==> src/rtl/spi_cfg_arbiter.sv <==
// -----------------------------------------------------------------------------
// spi_cfg_arbiter
//
// Shares one spi_master between NUM_CH configuration engines (ad9517_cfg,
// adc_cfg, ...). A round-robin arbiter grants the bus to one engine for the
// whole of its configuration sequence (as long as it holds i_req). While the
// grant is held:
//   - the granted engine's write/read strobes and write word are registered
//     onto the master command port; strobes from other engines are dropped,
//   - the master's ncs pin is steered combinationally onto the granted
//     engine's chip select; all other chip selects stay high,
//   - the granted engine sees the master's busy (extended by a local
//     "command pending" flag so it never sees a gap between its strobe and
//     the master raising busy); every other engine sees busy = 1.
// A grant whose engine stays silent (no strobes, master idle) for
// IDLE_TIMEOUT cycles is force-released, and that engine is locked out until
// it drops i_req once.
//
// Ports
//   clk, rst            system clock, synchronous active-high reset
//   i_req               per-engine bus request
//   o_gnt               one-hot registered grant
//   i_spi_wr_cmd/rd_cmd per-engine command strobes
//   i_spi_wr_data       per-engine write words, channel k at [k*MOSI_DATA_WIDTH +: MOSI_DATA_WIDTH]
//   o_spi_rd_data       master read data broadcast to all engines
//   o_spi_busy          per-engine busy
//   m_spi_*             command / status interface to the shared spi_master
//   m_spi_ncs           master chip-select pin, steered to o_cs_n
//   o_cs_n              device chip selects, active low
//   o_active_ch         index of the granted channel (valid while |o_gnt)
//   o_timeout           one-cycle pulse on a forced release
//   o_timeout_ch        channel of the last forced release (sticky)
// -----------------------------------------------------------------------------
`timescale 1ns/1ps

module spi_cfg_arbiter #(
  parameter int NUM_CH          = 3,
  parameter int MOSI_DATA_WIDTH = 24,
  parameter int MISO_DATA_WIDTH = 8,
  parameter int IDLE_TIMEOUT    = 1024,
  parameter int CHW             = (NUM_CH > 1) ? $clog2(NUM_CH) : 1
) (
  input  logic                              clk,
  input  logic                              rst,
  input  logic [NUM_CH-1:0]                 i_req,
  output logic [NUM_CH-1:0]                 o_gnt,
  input  logic [NUM_CH-1:0]                 i_spi_wr_cmd,
  input  logic [NUM_CH-1:0]                 i_spi_rd_cmd,
  input  logic [NUM_CH*MOSI_DATA_WIDTH-1:0] i_spi_wr_data,
  output logic [MISO_DATA_WIDTH:0]          o_spi_rd_data,
  output logic [NUM_CH-1:0]                 o_spi_busy,
  output logic                              m_spi_wr_cmd,
  output logic                              m_spi_rd_cmd,
  output logic [MOSI_DATA_WIDTH-1:0]        m_spi_wr_data,
  input  logic [MISO_DATA_WIDTH:0]          m_spi_rd_data,
  input  logic                              m_spi_busy,
  input  logic                              m_spi_ncs,
  output logic [NUM_CH-1:0]                 o_cs_n,
  output logic [CHW-1:0]                    o_active_ch,
  output logic                              o_timeout,
  output logic [CHW-1:0]                    o_timeout_ch
);

  localparam int CNTW = (IDLE_TIMEOUT > 1) ? $clog2(IDLE_TIMEOUT) : 1;

  typedef enum logic [1:0] {
    ST_IDLE  = 2'd0,
    ST_GRANT = 2'd1,
    ST_DRAIN = 2'd2
  } state_e;

  state_e                     state_q,      state_d;
  logic [NUM_CH-1:0]          gnt_q,        gnt_d;
  logic [CHW-1:0]             active_ch_q,  active_ch_d;
  logic [CHW-1:0]             rr_ptr_q,     rr_ptr_d;
  logic                       wr_cmd_q,     wr_cmd_d;
  logic                       rd_cmd_q,     rd_cmd_d;
  logic [MOSI_DATA_WIDTH-1:0] wr_data_q,    wr_data_d;
  logic                       pending_q,    pending_d;
  logic [CNTW-1:0]            idle_cnt_q,   idle_cnt_d;
  logic                       timeout_q,    timeout_d;
  logic [CHW-1:0]             timeout_ch_q, timeout_ch_d;
  // Engines that were force-released and have not yet dropped i_req.
  logic [NUM_CH-1:0]          lock_q,       lock_d;

  logic [NUM_CH-1:0]          eligible;
  logic                       sel_found;
  logic [CHW-1:0]             sel_ch;
  logic [CHW:0]               scan_idx;

  logic                       req_g;
  logic                       fwd_wr;
  logic                       fwd_rd;
  logic                       fwd_any;
  logic                       quiet;
  logic                       timeout_hit;
  logic                       release_now;
  logic [CHW-1:0]             next_ch;
  logic [MOSI_DATA_WIDTH-1:0] wdata_g;

  // ---------------------------------------------------------------------------
  // Round-robin selection: first eligible request scanning from rr_ptr,
  // wrapping at NUM_CH-1 (NUM_CH need not be a power of two).
  // ---------------------------------------------------------------------------
  assign eligible = i_req & ~lock_q;

  always_comb begin : rr_select
    sel_found = 1'b0;
    sel_ch    = '0;
    scan_idx  = '0;
    for (int i = 0; i < NUM_CH; i++) begin
      scan_idx = {1'b0, rr_ptr_q} + (CHW+1)'(i);
      if (scan_idx >= (CHW+1)'(NUM_CH)) begin
        scan_idx = scan_idx - (CHW+1)'(NUM_CH);
      end
      if (!sel_found && eligible[scan_idx[CHW-1:0]]) begin
        sel_found = 1'b1;
        sel_ch    = scan_idx[CHW-1:0];
      end
    end
  end

  // ---------------------------------------------------------------------------
  // Granted-channel views
  // ---------------------------------------------------------------------------
  assign req_g       = i_req[active_ch_q];
  assign wdata_g     = i_spi_wr_data[int'(active_ch_q)*MOSI_DATA_WIDTH +: MOSI_DATA_WIDTH];
  // Strobes are only accepted in GRANT; once an engine has dropped i_req
  // (DRAIN) it no longer owns the command port.
  assign fwd_wr      = (state_q == ST_GRANT) && i_spi_wr_cmd[active_ch_q];
  assign fwd_rd      = (state_q == ST_GRANT) && i_spi_rd_cmd[active_ch_q];
  assign fwd_any     = fwd_wr || fwd_rd;
  assign quiet       = !fwd_any && !m_spi_busy;
  assign timeout_hit = quiet && (idle_cnt_q == CNTW'(IDLE_TIMEOUT - 1));
  assign next_ch     = (active_ch_q == CHW'(NUM_CH - 1)) ? '0 : active_ch_q + CHW'(1);

  // ---------------------------------------------------------------------------
  // State register
  // ---------------------------------------------------------------------------
  always_ff @(posedge clk) begin
    if (rst) begin
      state_q      <= ST_IDLE;
      gnt_q        <= '0;
      active_ch_q  <= '0;
      rr_ptr_q     <= '0;
      wr_cmd_q     <= 1'b0;
      rd_cmd_q     <= 1'b0;
      wr_data_q    <= '0;
      pending_q    <= 1'b0;
      idle_cnt_q   <= '0;
      timeout_q    <= 1'b0;
      timeout_ch_q <= '0;
      lock_q       <= '0;
    end else begin
      state_q      <= state_d;
      gnt_q        <= gnt_d;
      active_ch_q  <= active_ch_d;
      rr_ptr_q     <= rr_ptr_d;
      wr_cmd_q     <= wr_cmd_d;
      rd_cmd_q     <= rd_cmd_d;
      wr_data_q    <= wr_data_d;
      pending_q    <= pending_d;
      idle_cnt_q   <= idle_cnt_d;
      timeout_q    <= timeout_d;
      timeout_ch_q <= timeout_ch_d;
      lock_q       <= lock_d;
    end
  end

  // ---------------------------------------------------------------------------
  // Next-state logic
  // ---------------------------------------------------------------------------
  always_comb begin : next_state
    state_d      = state_q;
    gnt_d        = gnt_q;
    active_ch_d  = active_ch_q;
    rr_ptr_d     = rr_ptr_q;
    wr_cmd_d     = fwd_wr;
    rd_cmd_d     = fwd_rd;
    // The master word only changes on a forwarded write, so it stays stable
    // for the whole transfer the master is shifting out.
    wr_data_d    = fwd_wr ? wdata_g : wr_data_q;
    pending_d    = pending_q;
    idle_cnt_d   = '0;
    timeout_d    = 1'b0;
    timeout_ch_d = timeout_ch_q;
    lock_d       = lock_q & i_req;
    release_now  = 1'b0;

    // Bridges the cycle(s) between a forwarded strobe and the master raising
    // busy, so the engine never sees a false "idle".
    if (fwd_any) begin
      pending_d = 1'b1;
    end else if (m_spi_busy) begin
      pending_d = 1'b0;
    end

    case (state_q)
      ST_IDLE: begin
        if (sel_found) begin
          state_d     = ST_GRANT;
          gnt_d       = NUM_CH'(1) << sel_ch;
          active_ch_d = sel_ch;
        end
      end
      ST_GRANT: begin
        if (!req_g) begin
          // A strobe arriving with the falling request is still forwarded,
          // so it must be drained as well.
          if (m_spi_busy || pending_q || fwd_any) begin
            state_d = ST_DRAIN;
          end else begin
            release_now = 1'b1;
          end
        end else if (timeout_hit) begin
          release_now          = 1'b1;
          timeout_d            = 1'b1;
          timeout_ch_d         = active_ch_q;
          lock_d[active_ch_q]  = 1'b1;
        end else if (quiet) begin
          idle_cnt_d = idle_cnt_q + CNTW'(1);
        end
      end
      ST_DRAIN: begin
        if (!m_spi_busy && !pending_q) begin
          release_now = 1'b1;
        end
      end
      default: begin
        state_d = ST_IDLE;
        gnt_d   = '0;
      end
    endcase

    // Release always passes through IDLE, so consecutive grants are separated
    // by at least one idle cycle.
    if (release_now) begin
      state_d   = ST_IDLE;
      gnt_d     = '0;
      rr_ptr_d  = next_ch;
      pending_d = 1'b0;
    end
  end

  // ---------------------------------------------------------------------------
  // Output logic: chip-select steering and per-engine busy
  // ---------------------------------------------------------------------------
  always_comb begin : outputs
    o_cs_n     = '1;
    o_spi_busy = '1;
    for (int k = 0; k < NUM_CH; k++) begin
      if (gnt_q[k]) begin
        // Pass-through keeps ncs aligned with sclk; ungranted devices stay
        // deselected, and a reset clears gnt_q so no cs_n can glitch low.
        o_cs_n[k]     = m_spi_ncs;
        o_spi_busy[k] = m_spi_busy | pending_q;
      end
    end
  end

  assign o_gnt         = gnt_q;
  assign o_active_ch   = active_ch_q;
  assign o_timeout     = timeout_q;
  assign o_timeout_ch  = timeout_ch_q;
  assign m_spi_wr_cmd  = wr_cmd_q;
  assign m_spi_rd_cmd  = rd_cmd_q;
  assign m_spi_wr_data = wr_data_q;
  assign o_spi_rd_data = m_spi_rd_data;

endmodule

==> config.mk <==
export PLATFORM = sky130hd
export DESIGN_NAME = spi_cfg_arbiter
export DESIGN_NICKNAME = d
export VERILOG_FILES = /design/src/rtl/spi_cfg_arbiter.sv
export SDC_FILE = /design/constraint.sdc
export NUM_CORES = 1
export LEC_CHECK = 0
export BUFFER_PORTS_ARGS = -buffer_cell sky130_fd_sc_hd__clkbuf_2
export CAP_MARGIN = 5
export CORE_MARGIN = 4
export CORE_UTILIZATION = 50
export DETAILED_ROUTE_END_ITERATION = 10
export PLACE_DENSITY = 0.95
export RECOVER_POWER = 50
export SETUP_SLACK_MARGIN = 0.02
export SYNTH_ARGS = -nofsm -noshare
export SYNTH_HDL_FRONTEND = slang
export SYNTH_SLANG_ARGS = --single-unit
==> constraint.sdc <==
create_clock -name clk -period 7.3 [get_ports clk]
set_clock_uncertainty 0.1 [all_clocks]
set_input_delay 1.825 -clock clk [delete_from_list [all_inputs] [get_ports clk]]
set_output_delay 1.825 -clock clk [all_outputs]
set_load 0.01 [all_outputs]
==> qor.yml, run 1 <==
status:
  status: "finished, violations left"
  violations: "max-capacitance violations, max-slew violations"
synthesis:
  synth_most_common_cell: "nor2_1"
  ys_ff_latch: 52
  yosysUniqueCellTypes: 47
  synth_top_area_cell: "dfxtp_1"
  synthFlopType: "dfxtp_1"
  postSynthAreaPerCell_um2: 8.281
  ys_top_cells_by_area: "dfxtp_1 (36%), mux2i_1 (11%), nor2_1 (9.3%)"
  async_flop_share_pct: 0
  yosysSeqAreaShare_pct: 35.51
  synth_common_cells: "nor2_1 (73), dfxtp_1 (52), a21oi_1 (33)"
  syn_nets: 456
  synth_edf_count: 0
  synth_area_um2: 2932
  syn_inst: 354
  ys_warn_count: 0
  yosys.area.top_type_share_pct: 35.51
clock_tree:
  cts.repair.resized: 0
  cts_tree: "done"
  cts_buffers: 5
  post_cts_buffers: 0
  cts_hold_buf: 0
  clock-root-buffer: "clkbuf_8"
  cts_sinks: 52
  cts_max_level: 2
  clk_latency_ns: 0.30
  path_clk_slew_ns: 0.10
  clock_path_buffers: 2
layout:
  antenna_cells: 0
  instances_no_fill: 528
  nets: 557
  utilization_pct: 62.87
  drive_above_1_share_pct: 23.03
  syn_to_final_growth_pct: 20.27
global_routing:
  grt_pass1_vias: 2915
  grt_max_degree: 49
  grt_usage_pct: 21.56
  grt_overflow: 0
  grt_pass1_wl_um: 12820
  grt_antenna_before_repair: 0
critical_path:
  cp-end-kind: "flip-flop"
  rr_worst_depth: 6
  worstPathRequired_ns: 7.43
  criticalPathCategory: "input port to flip-flop"
  cp-start-kind: "input port"
  cp_max_fo: 6
  critPathArrivalTime_ns: 5.01
timing:
  drv_slew: 46
  final-setup-viol-count: 0
  tns_ns: 0
  hold_viol_final: 0
  worst_pin_slew_ns: 2.046
  min_period_ns: 4.881
  rsz0062_at_grt: "no"
  fin_crit_sh_pct: 66.87
  slew_headroom_pct: -39.90
  fmax_ghz: 0.2049
power:
  switching_power_mw: 0.3908
  p_seq_share_pct: 39.8
  internal_power_mw: 0.5767
  leakagePower_nw: 1.391
  comb_power_share_pct: 42.8
  ir_drop_mv: 0.1838
  power_density_nw_per_um2: 274.4
  sw_frac_of_total_pct: 40.39
  power_frac_clock_pct: 17.4
route:
  ant_nets: 0
  num_vias: 2913
  dr.pass1.iters: 4
  drc_errors: 0
  wl_per_cell_um: 14.71
  drt_iter0_drc: 144
  drt-total-wl_um: 7769
  avgViaCountPerCell: 5.517
floorplanning:
  fp-row-count: 27
  start_util_pct: 52.28
  pin_count: 143
  chipWidth_um: 84.57
  dieArea_um2: 7152
  core_um2: 5608
  die_y_um: 84.57
placement:
  place.gp.congestion: 0.8590
  hpwl_um: 6085
  dp.cells: 520
  io_buffers: 124
min_path:
  min_path_cells: 1
  hp-class: "flip-flop to flip-flop"
job:
  timing.max_cap.violations: 2
## critical path, cell delays in order
cell and delay, ns:
clkbuf_1 0.12, or3b_1 0.36, o22a_1 0.23, a2111oi_0 1.66
a22oi_2 0.20, or3b_1 0.47, a21oi_2 0.13
## state kept, by name (all words and copies together), names as in the netlist
| name | count |
|---|---|
| o_gnt | 3 |
| lock_q | 3 |
| pending_q | 1 |
| o_timeout | 1 |
| o_timeout_ch | 2 |
| idle_cnt_q | 10 |
| state_q | 2 |
| rr_ptr_q | 2 |
| m_spi_wr_data | 24 |
| m_spi_wr_cmd | 1 |
| o_active_ch | 2 |
| m_spi_rd_cmd | 1 |
## path summary, 6_finish.rpt
path | startpoint | endpoint | slack (ns)
worst max register to register | o_active_ch[0] | rr_ptr_q[1] | 2.82
worst min-delay path | idle_cnt_q[0] | idle_cnt_q[0] | 0.38
worst max-delay path | m_spi_busy | rr_ptr_q[1] | 2.42
worst min register to register | idle_cnt_q[0] | idle_cnt_q[0] | 0.38
## placed cells by master (no fill, tap or decap), drive strengths merged, types with 4 or more instances in the layout
cell type	synthesis	layout
clkbuf	14	130
nor2	73	73
dfxtp	52	52
a21oi	34	34
mux2i	32	32
a211oi	25	25
inv	9	9
nand2	9	9
nand2b	8	8
nand3b	8	8
ha	8	8
nand3	7	7
xor2	6	6
o21ai	5	5
and2	4	4
a21boi	4	4
nor2b	4	4
a22oi	4	4
## kinds of logic after synthesis
| group | after synthesis | synth area share [%] |
|---|---|---|
| multiplexers | 33 | 11.31 |
| flip-flops | 52 | 35.51 |
| AO/OA/AOI/OAI | 85 | 19.89 |
| AND/OR/NAND/NOR | 127 | 20.70 |
| adder cells (fa/ha/maj) | 8 | 3.415 |
| XOR/XNOR | 8 | 2.390 |
| buffers and inverters | 41 | 6.786 |
## power by group through the flow
| stage | clock, mW | combinational [mW] | sequential, mW |
|---|---|---|---|
| 6_report | 0.168 | 0.414 | 0.385 |
| 4_1_cts | 0.172 | 0.431 | 0.386 |
| 5_1_grt | 0.186 | 0.459 | 0.393 |
| 3_3_place_gp | 0 | 0.410 | 0.388 |
| 2_1_floorplan | 0 | 0.298 | 0.392 |
| 3_5_place_dp | 0 | 0.429 | 0.392 |
## final cells by class
type | count | area [um^2]
clock inverter | 2 | 10.01
timing repair buffer | 126 | 591.8
sequential | 52 | 1042
fill | 506 | 2082
tap | 72 | 90.09
clock buffer | 6 | 82.58
inverter | 9 | 33.78
multi-input combinational | 261 | 1675
## through the flow
| step | power [mW] | instance area (um^2) | hold WS [ns] | setup slack, ns |
|---|---|---|---|---|
| floorplan | 0.6893 | 2932 | 0.3305 | 3.284 |
| global placement | 0.7982 | 3496 | 0.3444 | 3.019 |
| detailed placement | 0.8218 | 3496 | 0.3798 | 2.984 |
| CTS | 0.9899 | 3588 | 0.3995 | 2.984 |
| global route | 1.039 | 3526 | 0.4245 | 2.107 |
| finish | 0.9675 | 3526 | 0.3822 | 2.419 |
## metal layers
metal	global-route usage, %	vias up	wire length, um
li1	-	1434	-
met1	22.79	1348	2950
met2	41.42	112	4178
met3	4.024	19	459
met4	8.633	0	180
met5	0	-	0
Note: power is estimated with default switching activity, not from simulation.
==> inputs of run 2 (changes only) <==
--- a/config.mk
+++ b/config.mk
@@ -5,12 +5,13 @@
 export SDC_FILE = /design/constraint.sdc
 export NUM_CORES = 1
 export LEC_CHECK = 0
+export ABC_AREA = 1
 export BUFFER_PORTS_ARGS = -buffer_cell sky130_fd_sc_hd__clkbuf_2
 export CAP_MARGIN = 5
 export CORE_MARGIN = 4
-export CORE_UTILIZATION = 50
+export CORE_UTILIZATION = 46
 export DETAILED_ROUTE_END_ITERATION = 10
-export PLACE_DENSITY = 0.95
+export PLACE_DENSITY = 0.91
 export RECOVER_POWER = 50
 export SETUP_SLACK_MARGIN = 0.02
 export SYNTH_ARGS = -nofsm -noshare
==> constraint.sdc (replaced) <==
create_clock -name clk -period 5 [get_ports clk]
set_clock_uncertainty 0.1 [all_clocks]
set_input_delay 1.25 -clock clk [delete_from_list [all_inputs] [get_ports clk]]
set_output_delay 1.25 -clock clk [all_outputs]
set_load 0.01 [all_outputs]
==> run 2 against run 1 <==
The flow still finishes with violations (max-capacitance violations, max-slew violations). Final cell count rose by 12%. Sequential cell count did not move. Global-route usage fell by 2.0 points. Register-to-register slack got worse by 1.3 ns. Synthesized cell count rose by 15%. Die area rose by 4.2%. Utilization fell by 4.4 points. Wire length fell by 5.8%. Critical endpoint is now m_spi_wr_data[19].
==> qor.yml, run 2 <==
global_routing:
  grt_usage_pct: 19.53  # -2.0 points
  grt_overflow: 0  # unchanged
  grt_pass1_vias: 2832  # -2.8%
  grt_pass1_wl_um: 12040  # -6.1%
  grt_antenna_before_repair: 0  # unchanged
  grt_max_degree: 37  # -24%
clock_tree:
  clock_path_buffers: 2  # unchanged
  post_cts_buffers: 0  # unchanged
  cts_buffers: 5  # unchanged
  cts_max_level: 2  # unchanged
  cts.repair.resized: 0  # unchanged
  clock-root-buffer: "clkbuf_8"
  cts_tree: "done"
  cts_sinks: 52  # unchanged
  clk_latency_ns: 0.30  # about the same
  path_clk_slew_ns: 0.09  # about the same
  cts_hold_buf: 0  # unchanged
status:
  violations: "max-capacitance violations, max-slew violations"
  status: "finished, violations left"
layout:
  syn_to_final_growth_pct: 22.69
  final_common_cell: "nand2_1"
  antenna_cells: 0  # unchanged
  nets: 617  # +11%
  largest_reg_flops: 24  # unchanged
  utilization_pct: 58.50  # -4.4 points
  drive_above_1_share_pct: 22.67  # -0.35 points
  final_cell_mix: "nand2_1 (106), clkbuf_2 (89), nor2_1 (57), dfxtp_1 (52), clkbuf_1 (36)"
synthesis:
  synthFlopType: "dfxtp_1"
  synth_top_area_cell: "dfxtp_1"
  async_flop_share_pct: 0  # unchanged
  synth_edf_count: 0  # unchanged
  syn_nets: 509  # +12%
  ys_warn_count: 0  # unchanged
  yosysSeqAreaShare_pct: 36.88  # +1.4 points
  synth_common_cells: "nand2_1 (106), nor2_1 (56), dfxtp_1 (52)"
  ys_top_cells_by_area: "dfxtp_1 (37%), nand2_1 (14%), nor2_1 (7.4%)"
  synth_most_common_cell: "nand2_1"
  yosys.area.top_type_share_pct: 36.88  # +1.4 points
  ys_ff_latch: 52  # unchanged
  synth_area_um2: 2823  # -3.7%
  syn_inst: 407  # +15%
  yosysUniqueCellTypes: 32  # -32%
  postSynthAreaPerCell_um2: 6.935  # -16%
route:
  drt_iter0_drc: 95  # -34%
  drc_errors: 0  # unchanged
  num_vias: 3027  # +3.9%
  ant_nets: 0  # unchanged
  wl_per_cell_um: 12.39  # -16%
  avgViaCountPerCell: 5.122  # -7.2%
  dr.pass1.iters: 5  # +1
  drt-total-wl_um: 7321  # -5.8%
timing:
  drv_slew: 29  # -37%
  final-setup-viol-count: 0  # unchanged
  tns_ns: 0  # unchanged
  fmax_ghz: 0.2903
  worst_pin_slew_ns: 1.939  # -0.1066 ns
  rsz0062_at_grt: "no"
  min_period_ns: 3.444
  hold_viol_final: 0  # unchanged
  fin_crit_sh_pct: 68.88
  slew_headroom_pct: -29.74  # +10 points
min_path:
  min_delay_worst_endpoint: "idle_cnt_q[0]"
  min_path_cells: 1  # unchanged
  hp-class: "flip-flop to flip-flop"
  hold_start: "idle_cnt_q[0]"
critical_path:
  worstReg2RegEnd: "m_spi_wr_data[19]"
  r2r_slack_ns: 1.56  # -1.26 ns
  cp-end-kind: "flip-flop"
  r2r_start: "o_active_ch[1]"
  criticalPathCategory: "flip-flop to flip-flop"
  rr_worst_depth: 7  # +1
  critPathArrivalTime_ns: 3.56  # -1.45 ns
  worstPathRequired_ns: 5.11  # -2.32 ns
  cp-start-kind: "flip-flop"
  cp_max_fo: 36  # +30
power:
  p_total_mw: 1.598  # +65%
  ir_drop_mv: 0.2968  # +61%
  leakagePower_nw: 1.569  # +13%
  power_density_nw_per_um2: 461.3  # +68%
placement:
  hpwl_um: 5647  # -7.2%
  io_buffers: 124  # unchanged
  place.gp.congestion: 0.8311  # -3.2%
floorplanning:
  start_util_pct: 47.68  # -4.6 points
  dieArea_um2: 7454  # +4.2%
  core_um2: 5921  # +5.6%
  fp-row-count: 28  # +3.7%
  pin_count: 143  # unchanged
  chipWidth_um: 86.34  # +2.1%
  die_y_um: 86.34  # +2.1%
job:
  timing.max_cap.violations: 1  # -1
run 2: worst max-delay path by stage:
stage                         startpoint                 to  slack, ns
after CTS                     m_spi_busy      o_spi_busy[2]       1.80
after global routing      o_active_ch[1]  m_spi_wr_data[12]       1.11
after detailed placement      m_spi_busy      o_spi_busy[2]       1.80
final                     o_active_ch[1]  m_spi_wr_data[19]       1.56
after global placement        m_spi_busy      o_spi_busy[2]       1.83
after floorplan               m_spi_busy      o_spi_busy[0]       2.08
run 2: critical path, stage by stage, from the launching register on:
cell     delay, ns
dfxtp_1       0.44
nor2_1        1.48
nand2_1       0.10
nand3_1       0.17
nand2_2       0.24
inv_2         0.49
o21ai_0       0.15
a31oi_1       0.20
run 2: where the power goes:
part	leakage (nW)	internal [mW]	switching, mW	total [mW]
Clock	0.0552	0.149	0.134	0.282
Sequential	0.423	0.501	0.0605	0.561
Combinational	1.09	0.260	0.493	0.754
Total	1.57	0.910	0.688	1.60
run 2: per-stage QoR:
step / cell area (um^2) / instances / worst slack, ns / hold WS [ns]
6_report: 3463 / 591 / 1.556 / 0.3632
5_1_grt: 3463 / 591 / 1.113 / 0.3982
4_1_cts: 3515 / 591 / 1.803 / 0.3704
3_5_place_dp: 3407 / 583 / 1.802 / 0.3514
3_3_place_gp: 3407 / 583 / 1.831 / 0.3300
2_1_floorplan: 2823 / 407 / 2.083 / 0.3179
run 2: final cells by class:
cell class	instances	area [um^2]
clock buffer	6	72.57
multi-input combinational	301	1525
fill	558	2457
tap	75	93.84
inverter	31	118.9
timing repair buffer	124	576.8
sequential	52	1041
clock inverter	2	35.03
run 2: per-layer routing:
| metal | global-route usage (%) | vias to the layer above | routed length, um |
|---|---|---|---|
| li1 | - | 1546 | - |
| met5 | 0 | - | 0 |
| met2 | 36.09 | 112 | 3638 |
| met1 | 22.53 | 1357 | 3029 |
| met3 | 3.707 | 12 | 523 |
| met4 | 6.091 | 0 | 129 |
run 2: kinds of logic (layout without fill, tap and decap cells):
| family | after synthesis | in the layout | synth area share (%) |
|---|---|---|---|
| buffers and inverters | 54 | 163 | 8.821 |
| xor gates and xnor gates | 5 | 5 | 1.551 |
| adders and majority gates | 8 | 8 | 3.546 |
| AOI/OAI and AO/OA | 68 | 68 | 14.14 |
| and+or+nand+nor | 220 | 220 | 35.06 |
| DFF | 52 | 52 | 36.88 |
==> inputs of run 3 (changes only) <==
==> constraint.sdc (replaced) <==
create_clock -name clk -period 3.6 [get_ports clk]
set_clock_uncertainty 0.1 [all_clocks]
set_input_delay 0.9 -clock clk [delete_from_list [all_inputs] [get_ports clk]]
set_output_delay 0.9 -clock clk [all_outputs]
set_load 0.01 [all_outputs]
==> run 3 against run 2 <==
The run now ends clean. Clock power up 17%. Register-to-register slack worse by 0.78 ns. Utilization down 0.15 points. Worst setup slack worse by 0.78 ns. Sequential share of layout area up 0.076 points. Hold slack about the same. Sequential power up 40%. Sequential cell count unchanged. Final cell count up 0.17%. First-iteration DRC count up 47%. Total power up 35%. Highest routed layer unchanged.
==> qor.yml, run 3 (synthesis results as in run 2) <==
timing:
  worst_pin_slew_ns: 0.7189  # -1.220 ns
  final-setup-viol-count: 0  # unchanged
  fin_crit_sh_pct: 78.55  # +9.7 points
  hold_viol_final: 0  # unchanged
  fmax_ghz: 0.3536  # +22%
  drv_slew: 0  # -100%
  slew_headroom_pct: 52.02  # +82 points
  min_period_ns: 2.828  # -0.6165 ns
  rsz0062_at_grt: "no"
  tns_ns: 0  # unchanged
  timing.final.ws_setup_ns: 0.7723  # -0.7835 ns
global_routing:
  grt_antenna_before_repair: 0  # unchanged
  grt_overflow: 0  # unchanged
  grt_max_degree: 37  # unchanged
  grt_usage_pct: 20.08  # +0.56 points
  grt_pass1_wl_um: 12290  # +2.1%
  grt_pass1_vias: 2865  # +1.2%
critical_path:
  crit_path_cell_trace: "nor2_4, nand2_1, nand3_1, nand2_1, inv_2, o21ai_0, a31oi_1"
  slowest_delay_ns: 0.61  # -0.87 ns
  r2r_slack_ns: 0.77  # -0.78 ns
  worstPathRequired_ns: 3.73  # -1.38 ns
  critPathArrivalTime_ns: 2.96  # -0.60 ns
  r2r_start: "o_active_ch[1]"
  cp_max_fo: 36  # unchanged
  cp-end-kind: "flip-flop"
  cp-start-kind: "flip-flop"
  startpoint: "o_active_ch[1]"
  criticalPathCategory: "flip-flop to flip-flop"
  crit_path_frequent_cell: "nand2_1"
  critPathSlowestCell: "nor2_4"
route:
  avgViaCountPerCell: 5.074  # -0.93%
  dr.pass1.iters: 4  # -1
  num_vias: 3004  # -0.76%
  drt_iter0_drc: 140  # +47%
  ant_nets: 0  # unchanged
  drc_errors: 0  # unchanged
  wl_per_cell_um: 12.66  # +2.2%
  drt-total-wl_um: 7494  # +2.4%
power:
  power_frac_clock_pct: 15.3  # -2.4 points
  leakagePower_nw: 1.567  # -0.14%
  p_seq_share_pct: 36.3  # +1.2 points
  comb_power_share_pct: 48.4  # +1.2 points
  switching_power_mw: 0.9723  # +41%
  ir_drop_mv: 0.3609  # +22%
  internal_power_mw: 1.192  # +31%
  sw_frac_of_total_pct: 44.92  # +1.9 points
  power_density_nw_per_um2: 626.6  # +36%
placement:
  place_area_um2: 3415  # +0.22%
  dp_slack_ns: 1.015  # -0.7878 ns
  io_buffers: 124  # unchanged
  hpwl_um: 5816  # +3.0%
  place.gp.congestion: 0.8002  # -3.7%
floorplanning:
  core_um2: 5921  # unchanged
  chipWidth_um: 86.34  # unchanged
  pin_count: 143  # unchanged
  die_y_um: 86.34  # unchanged
  dieArea_um2: 7454  # unchanged
  fp-row-count: 28  # unchanged
  start_util_pct: 47.68  # unchanged
layout:
  final_cell_mix: "nand2_1 (107), clkbuf_2 (88), nor2_1 (56), dfxtp_1 (52), clkbuf_1 (36)"
  largest_reg_flops: 24  # unchanged
  final_area_um2: 3455  # -0.25%
  antenna_cells: 0  # unchanged
  drive_above_1_share_pct: 22.82  # +0.15 points
  syn_to_final_growth_pct: 22.38
  nets: 618  # +0.16%
  final_common_cell: "nand2_1"
job:
  timing.max_cap.violations: 0  # -1
clock_tree:
  cts_sinks: 52  # unchanged
  cts_tree: "done"
  cts_max_level: 2  # unchanged
  cts_buffers: 5  # unchanged
  clk_latency_ns: 0.31  # about the same
  cts.repair.resized: 0  # unchanged
  path_clk_slew_ns: 0.10  # about the same
  cts_hold_buf: 0  # unchanged
  post_cts_buffers: 0  # unchanged
  clock_path_buffers: 2  # unchanged
  clock-root-buffer: "clkbuf_8"
min_path:
  hold_start: "idle_cnt_q[0]"
  hp-class: "flip-flop to flip-flop"
status:
  status: "complete, no violations"
==> run 3: metal layers <==
| layer | global-route usage, % | wire length [um] | part of all wire, % |
|---|---|---|---|
| met1 | 22.00 | 2940 | 39 |
| met2 | 37.34 | 3746 | 50 |
| met3 | 4.278 | 645 | 8.6 |
| met4 | 7.932 | 162 | 2.2 |
| met5 | 0 | 0 | 0 |
==> run 3: path summary, 6_finish.rpt <==
check | to | cells after the start
hold reg to reg | idle_cnt_q[0] | 1
hold / removal | idle_cnt_q[0] | 1
setup / recovery | m_spi_wr_data[20] | 7
setup reg to reg | m_spi_wr_data[20] | 7
==> run 3: final cells by class <==
class,instances,area [um^2]
clock buffer,5,68.82
clock inverter,3,18.77
fill,577,2466
inverter,31,118.9
multi-input combinational,301,1530
sequential,52,1041
tap,75,93.84
timing repair buffer,125,583.1
==> run 3: power by group through the flow <==
stage | Sequential [mW] | Combinational [mW] | Clock (mW)
final | 0.786 | 1.05 | 0.331
after detailed placement | 0.800 | 1.08 | 0
after CTS | 0.788 | 1.08 | 0.342
after global placement | 0.793 | 1.03 | 0
after floorplan | 0.825 | 0.739 | 0
after global routing | 0.802 | 1.20 | 0.362
==> run 3: through the flow <==
step	util, %	hold slack, ns	power (mW)	instances
global route	58.35	0.3885	2.361	592
finish	58.35	0.3631	2.165	592
detailed placement	57.67	0.3519	1.876	584
global placement	57.67	0.3290	1.828	584
CTS	59.15	0.3657	2.209	592
floorplan	-	0.3179	1.564	407
==> run 3: critical path: cells and delay by family (launching register included) <==
kind,cells,cell delay [ns]
AND/OR/NAND/NOR,4,1.22
buffers and inverters,1,0.59
flip-flops,1,0.46
AO/OA/AOI/OAI,2,0.39
